**src/rtl/multi_drop_master.sv**
```systemverilog
// multi_drop_master
// Buffers write requests in a small FIFO and delivers each one to one of
// three drops (A/B/C) sharing a multi-drop data bus. Each transfer is a
// two-cycle sequence: SETUP (bus driven, no strobe) then STROBE (bus held,
// exactly one load strobe high). The FIFO pops on the edge leaving STROBE.
//
// Ports
//   clk       clock, all state updates on rising edge
//   rst       synchronous active-high reset
//   in_data   write payload
//   in_dest   destination: 00=A, 01=B, 10=C, 11=invalid
//   in_valid  request offered
//   in_ready  request can be accepted (combinational from registered count)
//   bus       data on the multi-drop bus (registered, held while idle)
//   ena/enb/enc load strobes for drops A/B/C (registered)
//   busy      FSM not idle or FIFO non-empty (registered)
//   count     FIFO occupancy 0..DEPTH
//   err_dest  one-cycle pulse after an accepted request with in_dest=11
module multi_drop_master #(
    parameter int DEPTH = 4
) (
    input  logic       clk,
    input  logic       rst,
    input  logic [7:0] in_data,
    input  logic [1:0] in_dest,
    input  logic       in_valid,
    output logic       in_ready,
    output logic [7:0] bus,
    output logic       ena,
    output logic       enb,
    output logic       enc,
    output logic       busy,
    output logic [2:0] count,
    output logic       err_dest
);

    typedef enum logic [1:0] {IDLE, SETUP, STROBE} state_t;

    state_t     state, state_nx;
    logic [7:0] mem_data [DEPTH];
    logic [1:0] mem_dest [DEPTH];
    logic [1:0] rptr, wptr, rnext;
    logic       accept, push, pop;
    logic [2:0] count_nx;
    logic [7:0] bus_nx;
    logic       ena_nx, enb_nx, enc_nx, busy_nx;

    // in_ready looks only at the registered count, so a pop on the same
    // edge never lets a push into a full FIFO.
    assign in_ready = (count != 3'(DEPTH));
    assign accept   = in_valid && in_ready;
    assign push     = accept && (in_dest != 2'b11);
    assign pop      = (state == STROBE);
    assign rnext    = rptr + 2'd1;

    always_comb begin
        case ({push, pop})
            2'b10:   count_nx = count + 3'd1;
            2'b01:   count_nx = count - 3'd1;
            default: count_nx = count;
        endcase
    end

    always_comb begin
        state_nx = state;
        bus_nx   = bus;
        ena_nx   = 1'b0;
        enb_nx   = 1'b0;
        enc_nx   = 1'b0;
        case (state)
            IDLE: begin
                if (count != 3'd0) begin
                    state_nx = SETUP;
                    bus_nx   = mem_data[rptr];
                end
            end
            SETUP: begin
                state_nx = STROBE;
                case (mem_dest[rptr])
                    2'b00:   ena_nx = 1'b1;
                    2'b01:   enb_nx = 1'b1;
                    2'b10:   enc_nx = 1'b1;
                    default: ;
                endcase
            end
            STROBE: begin
                if (count_nx != 3'd0) begin
                    state_nx = SETUP;
                    // With only the head queued, the next entry is the one
                    // being pushed on this very edge, so forward it.
                    bus_nx   = (count >= 3'd2) ? mem_data[rnext] : in_data;
                end else begin
                    state_nx = IDLE;
                end
            end
            default: state_nx = IDLE;
        endcase
        busy_nx = (state_nx != IDLE) || (count_nx != 3'd0);
    end

    always_ff @(posedge clk) begin
        if (push) begin
            mem_data[wptr] <= in_data;
            mem_dest[wptr] <= in_dest;
        end
    end

    always_ff @(posedge clk) begin
        if (rst) begin
            state    <= IDLE;
            rptr     <= 2'd0;
            wptr     <= 2'd0;
            count    <= 3'd0;
            bus      <= 8'h00;
            ena      <= 1'b0;
            enb      <= 1'b0;
            enc      <= 1'b0;
            busy     <= 1'b0;
            err_dest <= 1'b0;
        end else begin
            state    <= state_nx;
            count    <= count_nx;
            bus      <= bus_nx;
            ena      <= ena_nx;
            enb      <= enb_nx;
            enc      <= enc_nx;
            busy     <= busy_nx;
            err_dest <= accept && (in_dest == 2'b11);
            if (push) wptr <= wptr + 2'd1;
            if (pop)  rptr <= rnext;
        end
    end

endmodule

```
**config.mk**
```make
export PLATFORM = sky130hd
export DESIGN_NAME = multi_drop_master
export DESIGN_NICKNAME = d
export VERILOG_FILES = /design/src/rtl/multi_drop_master.sv
export SDC_FILE = /design/constraint.sdc
export NUM_CORES = 1
export LEC_CHECK = 0
export ABC_AREA = 1
export BUFFER_PORTS_ARGS = -buffer_cell sky130_fd_sc_hd__buf_4
export CAP_MARGIN = 10
export CELL_PAD_IN_SITES_DETAIL_PLACEMENT = 1
export CELL_PAD_IN_SITES_GLOBAL_PLACEMENT = 1
export CORE_AREA = 5 5 94 96
export CTS_CLUSTER_SIZE = 24
export DETAILED_ROUTE_END_ITERATION = 16
export DIE_AREA = 0 0 99 101
export PLACE_DENSITY_LB_ADDON = 0.1
export SYNTH_ARGS = -nofsm -noshare
export SYNTH_HDL_FRONTEND = slang
export SYNTH_SLANG_ARGS = --single-unit
```
**constraint.sdc**
```tcl
create_clock -name clk -period 2.15 [get_ports clk]
set_input_delay 0.215 -clock clk [delete_from_list [all_inputs] [get_ports clk]]
set_output_delay 0.215 -clock clk [all_outputs]
set_load 0.005 [all_outputs]
```
==> impl_metrics.env, run 1 <==
export IMPL_worstHoldPathType="input port to flop"
export IMPL_drt_total_wl_um=8170
export IMPL_first_global_vias=2611
export IMPL_clock_sink_count=64
export IMPL_insertedDiodeCount=0
export IMPL_yosys_register_bits=64
export IMPL_tritoncts_clock_tree="done"
export IMPL_grt_antenna_before_repair=0
export IMPL_area_growth_synth_to_final_pct=22.6
export IMPL_synth_seq_area_share=0.551
export IMPL_synth_area_leader_cell="sky130_fd_sc_hd__edfxtp_1"
export IMPL_final_critical_path_required_period_ns=2.11
export IMPL_maxSlewHeadroom=0.586
export IMPL_worst_pin_slew_ns=0.617
export IMPL_place_detailed_instances=489
export IMPL_first_pass_grt_wire_length_um=12800
export IMPL_finish_net_count=419
export IMPL_ctsLongestPathBuffers=2
export IMPL_dp_hpwl_um=5550
export IMPL_routedWlPerCell_um=16.0
export IMPL_drc_errors=0
export IMPL_grt_start_max_net_pins=21
export IMPL_hold_viol=0
export IMPL_critPathMaxFanout=5
export IMPL_final_layout_size_suffix_gt1_frac=0.244
export IMPL_clock_power_share=0.298
export IMPL_avgSynthCellArea_um2=8.72
export IMPL_cap_viol_max_count=0
export IMPL_comb_power_share=0.263
export IMPL_dp_slack_ns=-0.0507
export IMPL_worst_skew_pair_late_latency_ns=0.35
export IMPL_detail_route_first_pass_iterations=4
export IMPL_synth_nets=369
export IMPL_cts_hold_buffers_added=0
export IMPL_final_util=0.470
export IMPL_final_instance_count_excl_fill=510
export IMPL_power_internal_mw=2.31
export IMPL_syn_cell_area_um2=3050
export IMPL_via_count=2491
export IMPL_finalCritPeriodShare=0.981
export IMPL_dr_first_iter_drc_count=57
export IMPL_synth_common_cells="sky130_fd_sc_hd__nand2_1 (83), sky130_fd_sc_hd__nor2_1 (49), sky130_fd_sc_hd__edfxtp_1 (40)"
export IMPL_via_per_inst=4.88
export IMPL_die_outline_width_um=99
export IMPL_yosysMostFrequentCell="sky130_fd_sc_hd__nand2_1"
export IMPL_floorplan_initialDensity=0.383
export IMPL_edff_count_synth=40
export IMPL_critPathKind="flop to flop"
export IMPL_timing_rr_start="count[1]"
export IMPL_irDropWorstVdd_mv=0.440
export IMPL_setup_viol=0
export IMPL_hold_path_endpoint="mem_data[2][6]"
export IMPL_clockRootBuffer="sky130_fd_sc_hd__clkbuf_8"
export IMPL_r2r_end="busy"
export IMPL_grt_setup_unrepaired="yes"
export IMPL_grt_usage=0.169
export IMPL_port_buffer_count=29
export IMPL_cts_made_buffers=9
export IMPL_design_die_area_um2=10000
export IMPL_power_leakage_nw=1.58
export IMPL_yosys_area_top_type_share=0.393
export IMPL_run_status="complete, no violations"
export IMPL_max_clock_freq_mhz=474
export IMPL_ys_flop_type="sky130_fd_sc_hd__edfxtp_1"
export IMPL_switchingPower_mw=1.08
export IMPL_hold_path_startpoint="in_data[6]"
export IMPL_core_area_um2=7970
export IMPL_stdcell_area_um2=3740
export IMPL_worst_setup_path_start_kind="flop"
export IMPL_yosysWarningCount=0
export IMPL_skew_ns=0.0117
export IMPL_hold_path_depth=1
export IMPL_cellPowerDensity_nw_per_um2=903
export IMPL_critical_path_endpoint_type="flop"
export IMPL_gp_congestion=0.752
export IMPL_critical_path_required_time_ns=2.39
export IMPL_postRouteAntennaNets=0
export IMPL_path_clk_slew_ns=0.07
export IMPL_seq_power_share=0.439
export IMPL_top_level_ports=30
export IMPL_num_rows=33
export IMPL_die_height_um=101
export IMPL_final_max_slew_violation_count=0
export IMPL_htree_levels=3
export IMPL_worst_endpoint_data_arrival_time_ns=2.35
export IMPL_ff2ff_path_depth=11
export IMPL_worst_slack_ns=0.0401
export IMPL_cell_area_after_placement_um2=3450
export IMPL_synthDistinctLibCells=31
export IMPL_synth_async_reset_ratio=0
export IMPL_synth_cells=350
export IMPL_switching_portion_of_total_power=0.318
export IMPL_fillerInstances=958
export IMPL_finalHoldWorstSlack_ns=0.0806
export IMPL_rrSetupSlack_ns=0.04
export IMPL_p_total_mw=3.38
export IMPL_globalRoute_totalOverflow=0
export IMPL_netlist_top_cells_area="sky130_fd_sc_hd__edfxtp_1 (39%), sky130_fd_sc_hd__dfxtp_1 (16%), sky130_fd_sc_hd__nand2_1 (10%)"
export IMPL_setup_total_negative_slack_ns=0
==> cells by family after synthesis <==
kind of cell               share of synthesized area
adders and majority gates                     0.0270
AOI/OAI and AO/OA                              0.101
and+or+nand+nor                                0.238
buffers and inverters                         0.0799
xor gates and xnor gates                     0.00287
DFF                                            0.551
==> worst max-delay path by stage <==
stage / startpoint / end / slack [ns] / cells past startpoint
after floorplan: count[1] / bus[0] / 0.0001 / 12
after global placement: count[1] / bus[0] / 0.05 / 13
after detailed placement: count[1] / bus[5] / -0.05 / 13
after CTS: count[1] / bus[5] / 0.03 / 13
after global routing: count[1] / bus[7] / -0.11 / 12
final: count[1] / busy / 0.04 / 11
==> final cells by class <==
class	count	area, um^2	area share
Sequential cell	64	1690	0.451
Multi-Input combinational cell	231	1200	0.320
Timing Repair Buffer	50	375	0.100
Inverter	44	165	0.0441
Tap cell	105	131	0.0351
Clock buffer	10	128	0.0341
Clock inverter	6	60.1	0.0160
==> cell usage in the layout (no fill, tap or decap), types with 7 or more instances in the layout <==
cell type                  instances
sky130_fd_sc_hd__nand3_1          13
sky130_fd_sc_hd__dfxtp_1          20
sky130_fd_sc_hd__nand2_1          83
sky130_fd_sc_hd__inv_2             9
sky130_fd_sc_hd__nor2_2            8
sky130_fd_sc_hd__edfxtp_1         40
sky130_fd_sc_hd__a21oi_1          15
sky130_fd_sc_hd__o21ai_1          12
sky130_fd_sc_hd__o21ai_0          17
sky130_fd_sc_hd__buf_4            50
sky130_fd_sc_hd__nor2_1           43
sky130_fd_sc_hd__inv_1            35
sky130_fd_sc_hd__clkbuf_8          9
sky130_fd_sc_hd__o211ai_1          7
sky130_fd_sc_hd__nand3b_1          7
==> metal layers <==
metal	up-vias	global-route usage	share of wire	wire length, um
met5	-	0	0	0
met3	12	0.0353	0.026	210
met1	1201	0.200	0.44	3570
met2	34	0.300	0.52	4250
met4	0	0.0641	0.017	140
li1	1244	-	-	-
==> timing repair <==
item | 4_1_cts | 5_1_grt
pin swaps | 1 | 18
endpoints found under the setup margin | 8 | 9
endpoints found under the hold margin | 0 | 0
resized for setup | 3 | 20
setup buffers | 0 | 4
cloned | 0 | 1
==> registers in the layout (all words and copies together) (netlist names), named ones only <==
name and cells:
err_dest 1, enc 1, mem_data 32, enb 1, rptr 2, ena 1, mem_dest 8, state 2
busy 1, count 3, wptr 2, bus 8
==> power by group through the flow <==
stage                     registers, mW  logic (mW)  clock network [mW]
after floorplan                    1.50       0.522                   0
after global placement             1.51       0.801                   0
after detailed placement           1.51       0.825                   0
after CTS                          1.48       0.838                1.03
after global routing               1.50        1.00                1.10
final                              1.48       0.890                1.01
==> worst max-delay path, stage by stage (launching register included) <==
cell and delay (ns):
sky130_fd_sc_hd__dfxtp_2 0.33, sky130_fd_sc_hd__inv_2 0.08, sky130_fd_sc_hd__nand3_4 0.09, sky130_fd_sc_hd__nand3_4 0.10
sky130_fd_sc_hd__ha_4 0.14, sky130_fd_sc_hd__inv_2 0.04, sky130_fd_sc_hd__fa_2 0.53, sky130_fd_sc_hd__o21ai_2 0.07
sky130_fd_sc_hd__nor2_2 0.13, sky130_fd_sc_hd__nand4_1 0.21, sky130_fd_sc_hd__nand2_2 0.20, sky130_fd_sc_hd__a21oi_1 0.08
Power figures use the tool's default switching activity.
==> run 2: changes to the inputs <==
CTS_BUF_LIST = sky130_fd_sc_hd__clkbuf_8   (was unset)
==> impl_metrics.env, run 2 (synthesis gave the netlist of run 1 again) <==
export IMPL_run_status="complete, no violations"
export IMPL_regMostFlops="mem_data"
export IMPL_critPathKind="flop to flop"
export IMPL_drc_errors=0
export IMPL_reg_top3="mem_data (32), bus (8), mem_dest (8)"
export IMPL_critical_path_required_time_ns=2.45
export IMPL_grt_antenna_before_repair=0
export IMPL_mostFrequentLayoutCell="sky130_fd_sc_hd__nand2_1"
export IMPL_insertedDiodeCount=0
export IMPL_worstHoldPathType="input port to flop"
export IMPL_final_layout_size_suffix_gt1_frac=0.240
export IMPL_worst_skew_pair_late_latency_ns=0.35
export IMPL_drt_total_wl_um=8140
export IMPL_max_clock_freq_mhz=472
export IMPL_path_cells="inv_2, nand3_4, nand3_4, ha_4, inv_2, fa_1, o21ai_2, nor2_2, nand4_1, nand2_2, nor2_1, nor2_1"
export IMPL_grt_start_max_net_pins=21
export IMPL_area_growth_synth_to_final_pct=22.5
export IMPL_finalHoldWorstSlack_ns=0.0776
export IMPL_maxSlewHeadroom=0.573
export IMPL_globalRoute_totalOverflow=0
export IMPL_clock_sink_count=64
export IMPL_cellPowerDensity_nw_per_um2=905
export IMPL_final_critical_path_required_period_ns=2.12
export IMPL_finalCritPeriodShare=0.986
export IMPL_grt_setup_unrepaired="yes"
export IMPL_setup_total_negative_slack_ns=0
export IMPL_detail_route_first_pass_iterations=4
export IMPL_htree_levels=3
export IMPL_via_count=2484
export IMPL_worst_pin_slew_ns=0.635
export IMPL_final_util=0.469
export IMPL_core_area_um2=7970
export IMPL_ctsLongestPathBuffers=2
export IMPL_largest_incremental_delay_on_the_critical_path_ns=0.52
export IMPL_gp_congestion=0.752
export IMPL_critical_path_endpoint_type="flop"
export IMPL_fillerInstances=959
export IMPL_final_max_slew_violation_count=0
export IMPL_top_library_cells_by_usage_in_the_layout_fill_and_taps_aside="sky130_fd_sc_hd__nand2_1 (82), sky130_fd_sc_hd__buf_4 (49), sky130_fd_sc_hd__nor2_1 (44)"
export IMPL_top_level_ports=30
export IMPL_cell_area_after_placement_um2=3450
export IMPL_clockRootBuffer="sky130_fd_sc_hd__clkbuf_8"
export IMPL_irDropWorstVdd_mv=0.439
export IMPL_tritoncts_clock_tree="done"
export IMPL_dp_hpwl_um=5550
export IMPL_floorplan_initialDensity=0.383
export IMPL_largest_register_ffs=32
export IMPL_setup_viol=0
export IMPL_skew_ns=0.0140
export IMPL_final_instance_count_excl_fill=509
export IMPL_first_global_vias=2611
export IMPL_critPathMaxFanout=5
export IMPL_stdcell_area_um2=3740
export IMPL_grt_usage=0.169
export IMPL_design_die_area_um2=10000
export IMPL_power_leakage_nw=1.58
export IMPL_postRouteAntennaNets=0
export IMPL_path_clk_slew_ns=0.08
export IMPL_finish_net_count=418
export IMPL_dr_first_iter_drc_count=52
export IMPL_die_outline_width_um=99
export IMPL_via_per_inst=4.88
export IMPL_worst_endpoint_data_arrival_time_ns=2.42
export IMPL_cts_made_buffers=9
export IMPL_first_pass_grt_wire_length_um=12800
export IMPL_die_height_um=101
export IMPL_cap_viol_max_count=0
export IMPL_hold_viol=0
export IMPL_worst_setup_path_start_kind="flop"
export IMPL_num_rows=33
export IMPL_library_cell_contributing_the_largest_single_delay_on_the_critical_path="sky130_fd_sc_hd__fa_1"
export IMPL_place_detailed_instances=489
export IMPL_port_buffer_count=29
export IMPL_routedWlPerCell_um=16.0
[run 2: cell count changes in the layout (fill, tap and decap cells not counted)]
cell	delta
sky130_fd_sc_hd__nand2_2	+1
sky130_fd_sc_hd__nor2_1	+1
sky130_fd_sc_hd__nor2_2	-2
sky130_fd_sc_hd__nor2_4	+1
sky130_fd_sc_hd__clkbuf_1	-1
sky130_fd_sc_hd__fa_1	+1
sky130_fd_sc_hd__fa_2	-1
sky130_fd_sc_hd__inv_1	+1
sky130_fd_sc_hd__nand2_1	-1
sky130_fd_sc_hd__buf_4	-1
[run 2: path summary, 6_finish.rpt]
path / start / end / slack (ns) / cells after the start
hold / removal: in_data[6] / mem_data[2][6] / 0.08 / 1
setup / recovery: count[1] / bus[2] / 0.03 / 12
setup reg to reg: count[1] / bus[2] / 0.03 / 12
hold reg to reg: count[0] / count[0] / 0.50 / 2
[run 2: power by group]
group          internal [mW]  switching [mW]
Clock                  0.524           0.483
Sequential              1.42          0.0669
Combinational          0.360           0.534
[run 2: worst max-delay path, delay by kind of cell (launching register included)]
family | cells | cell delay, ns
AOI/OAI and AO/OA | 1 | 0.08
and+or+nand+nor | 7 | 0.88
buffers and inverters | 2 | 0.12
DFF | 1 | 0.33
adders and majority gates | 2 | 0.66
[run 2: through the flow]
| stage | worst slack, ns | total power, mW |
|---|---|---|
| floorplan | 0.000142 | 2.02 |
| global placement | 0.0521 | 2.31 |
| detailed placement | -0.0507 | 2.33 |
| CTS | 0.0271 | 3.35 |
| global route | -0.117 | 3.60 |
| finish | 0.0299 | 3.38 |
[run 2: repair_timing]
action,CTS,global route
endpoints found under the setup margin,8,9
pin swaps,1,20
cloned,0,1
buffers inserted,0,3
hold buffers,0,0
gates resized for setup,3,20
[run 2: final cells by class]
type / count / area (um^2) / share of cell area
Multi-Input combinational cell: 231 / 1200 / 0.321
Clock inverter: 7 / 63.8 / 0.0171
Sequential cell: 64 / 1690 / 0.451
Timing Repair Buffer: 49 / 368 / 0.0984
Clock buffer: 9 / 124 / 0.0331
Inverter: 44 / 165 / 0.0442
Tap cell: 105 / 131 / 0.0351
[run 2: metal layers]
metal / share of wire / up-vias / wire length (um) / GRT usage
met5: 0 / - / 0 / 0
met4: 0.016 / 0 / 132 / 0.0641
met3: 0.024 / 11 / 197 / 0.0353
met2: 0.52 / 29 / 4200 / 0.300
met1: 0.44 / 1203 / 3610 / 0.200
li1: - / 1241 / - / -
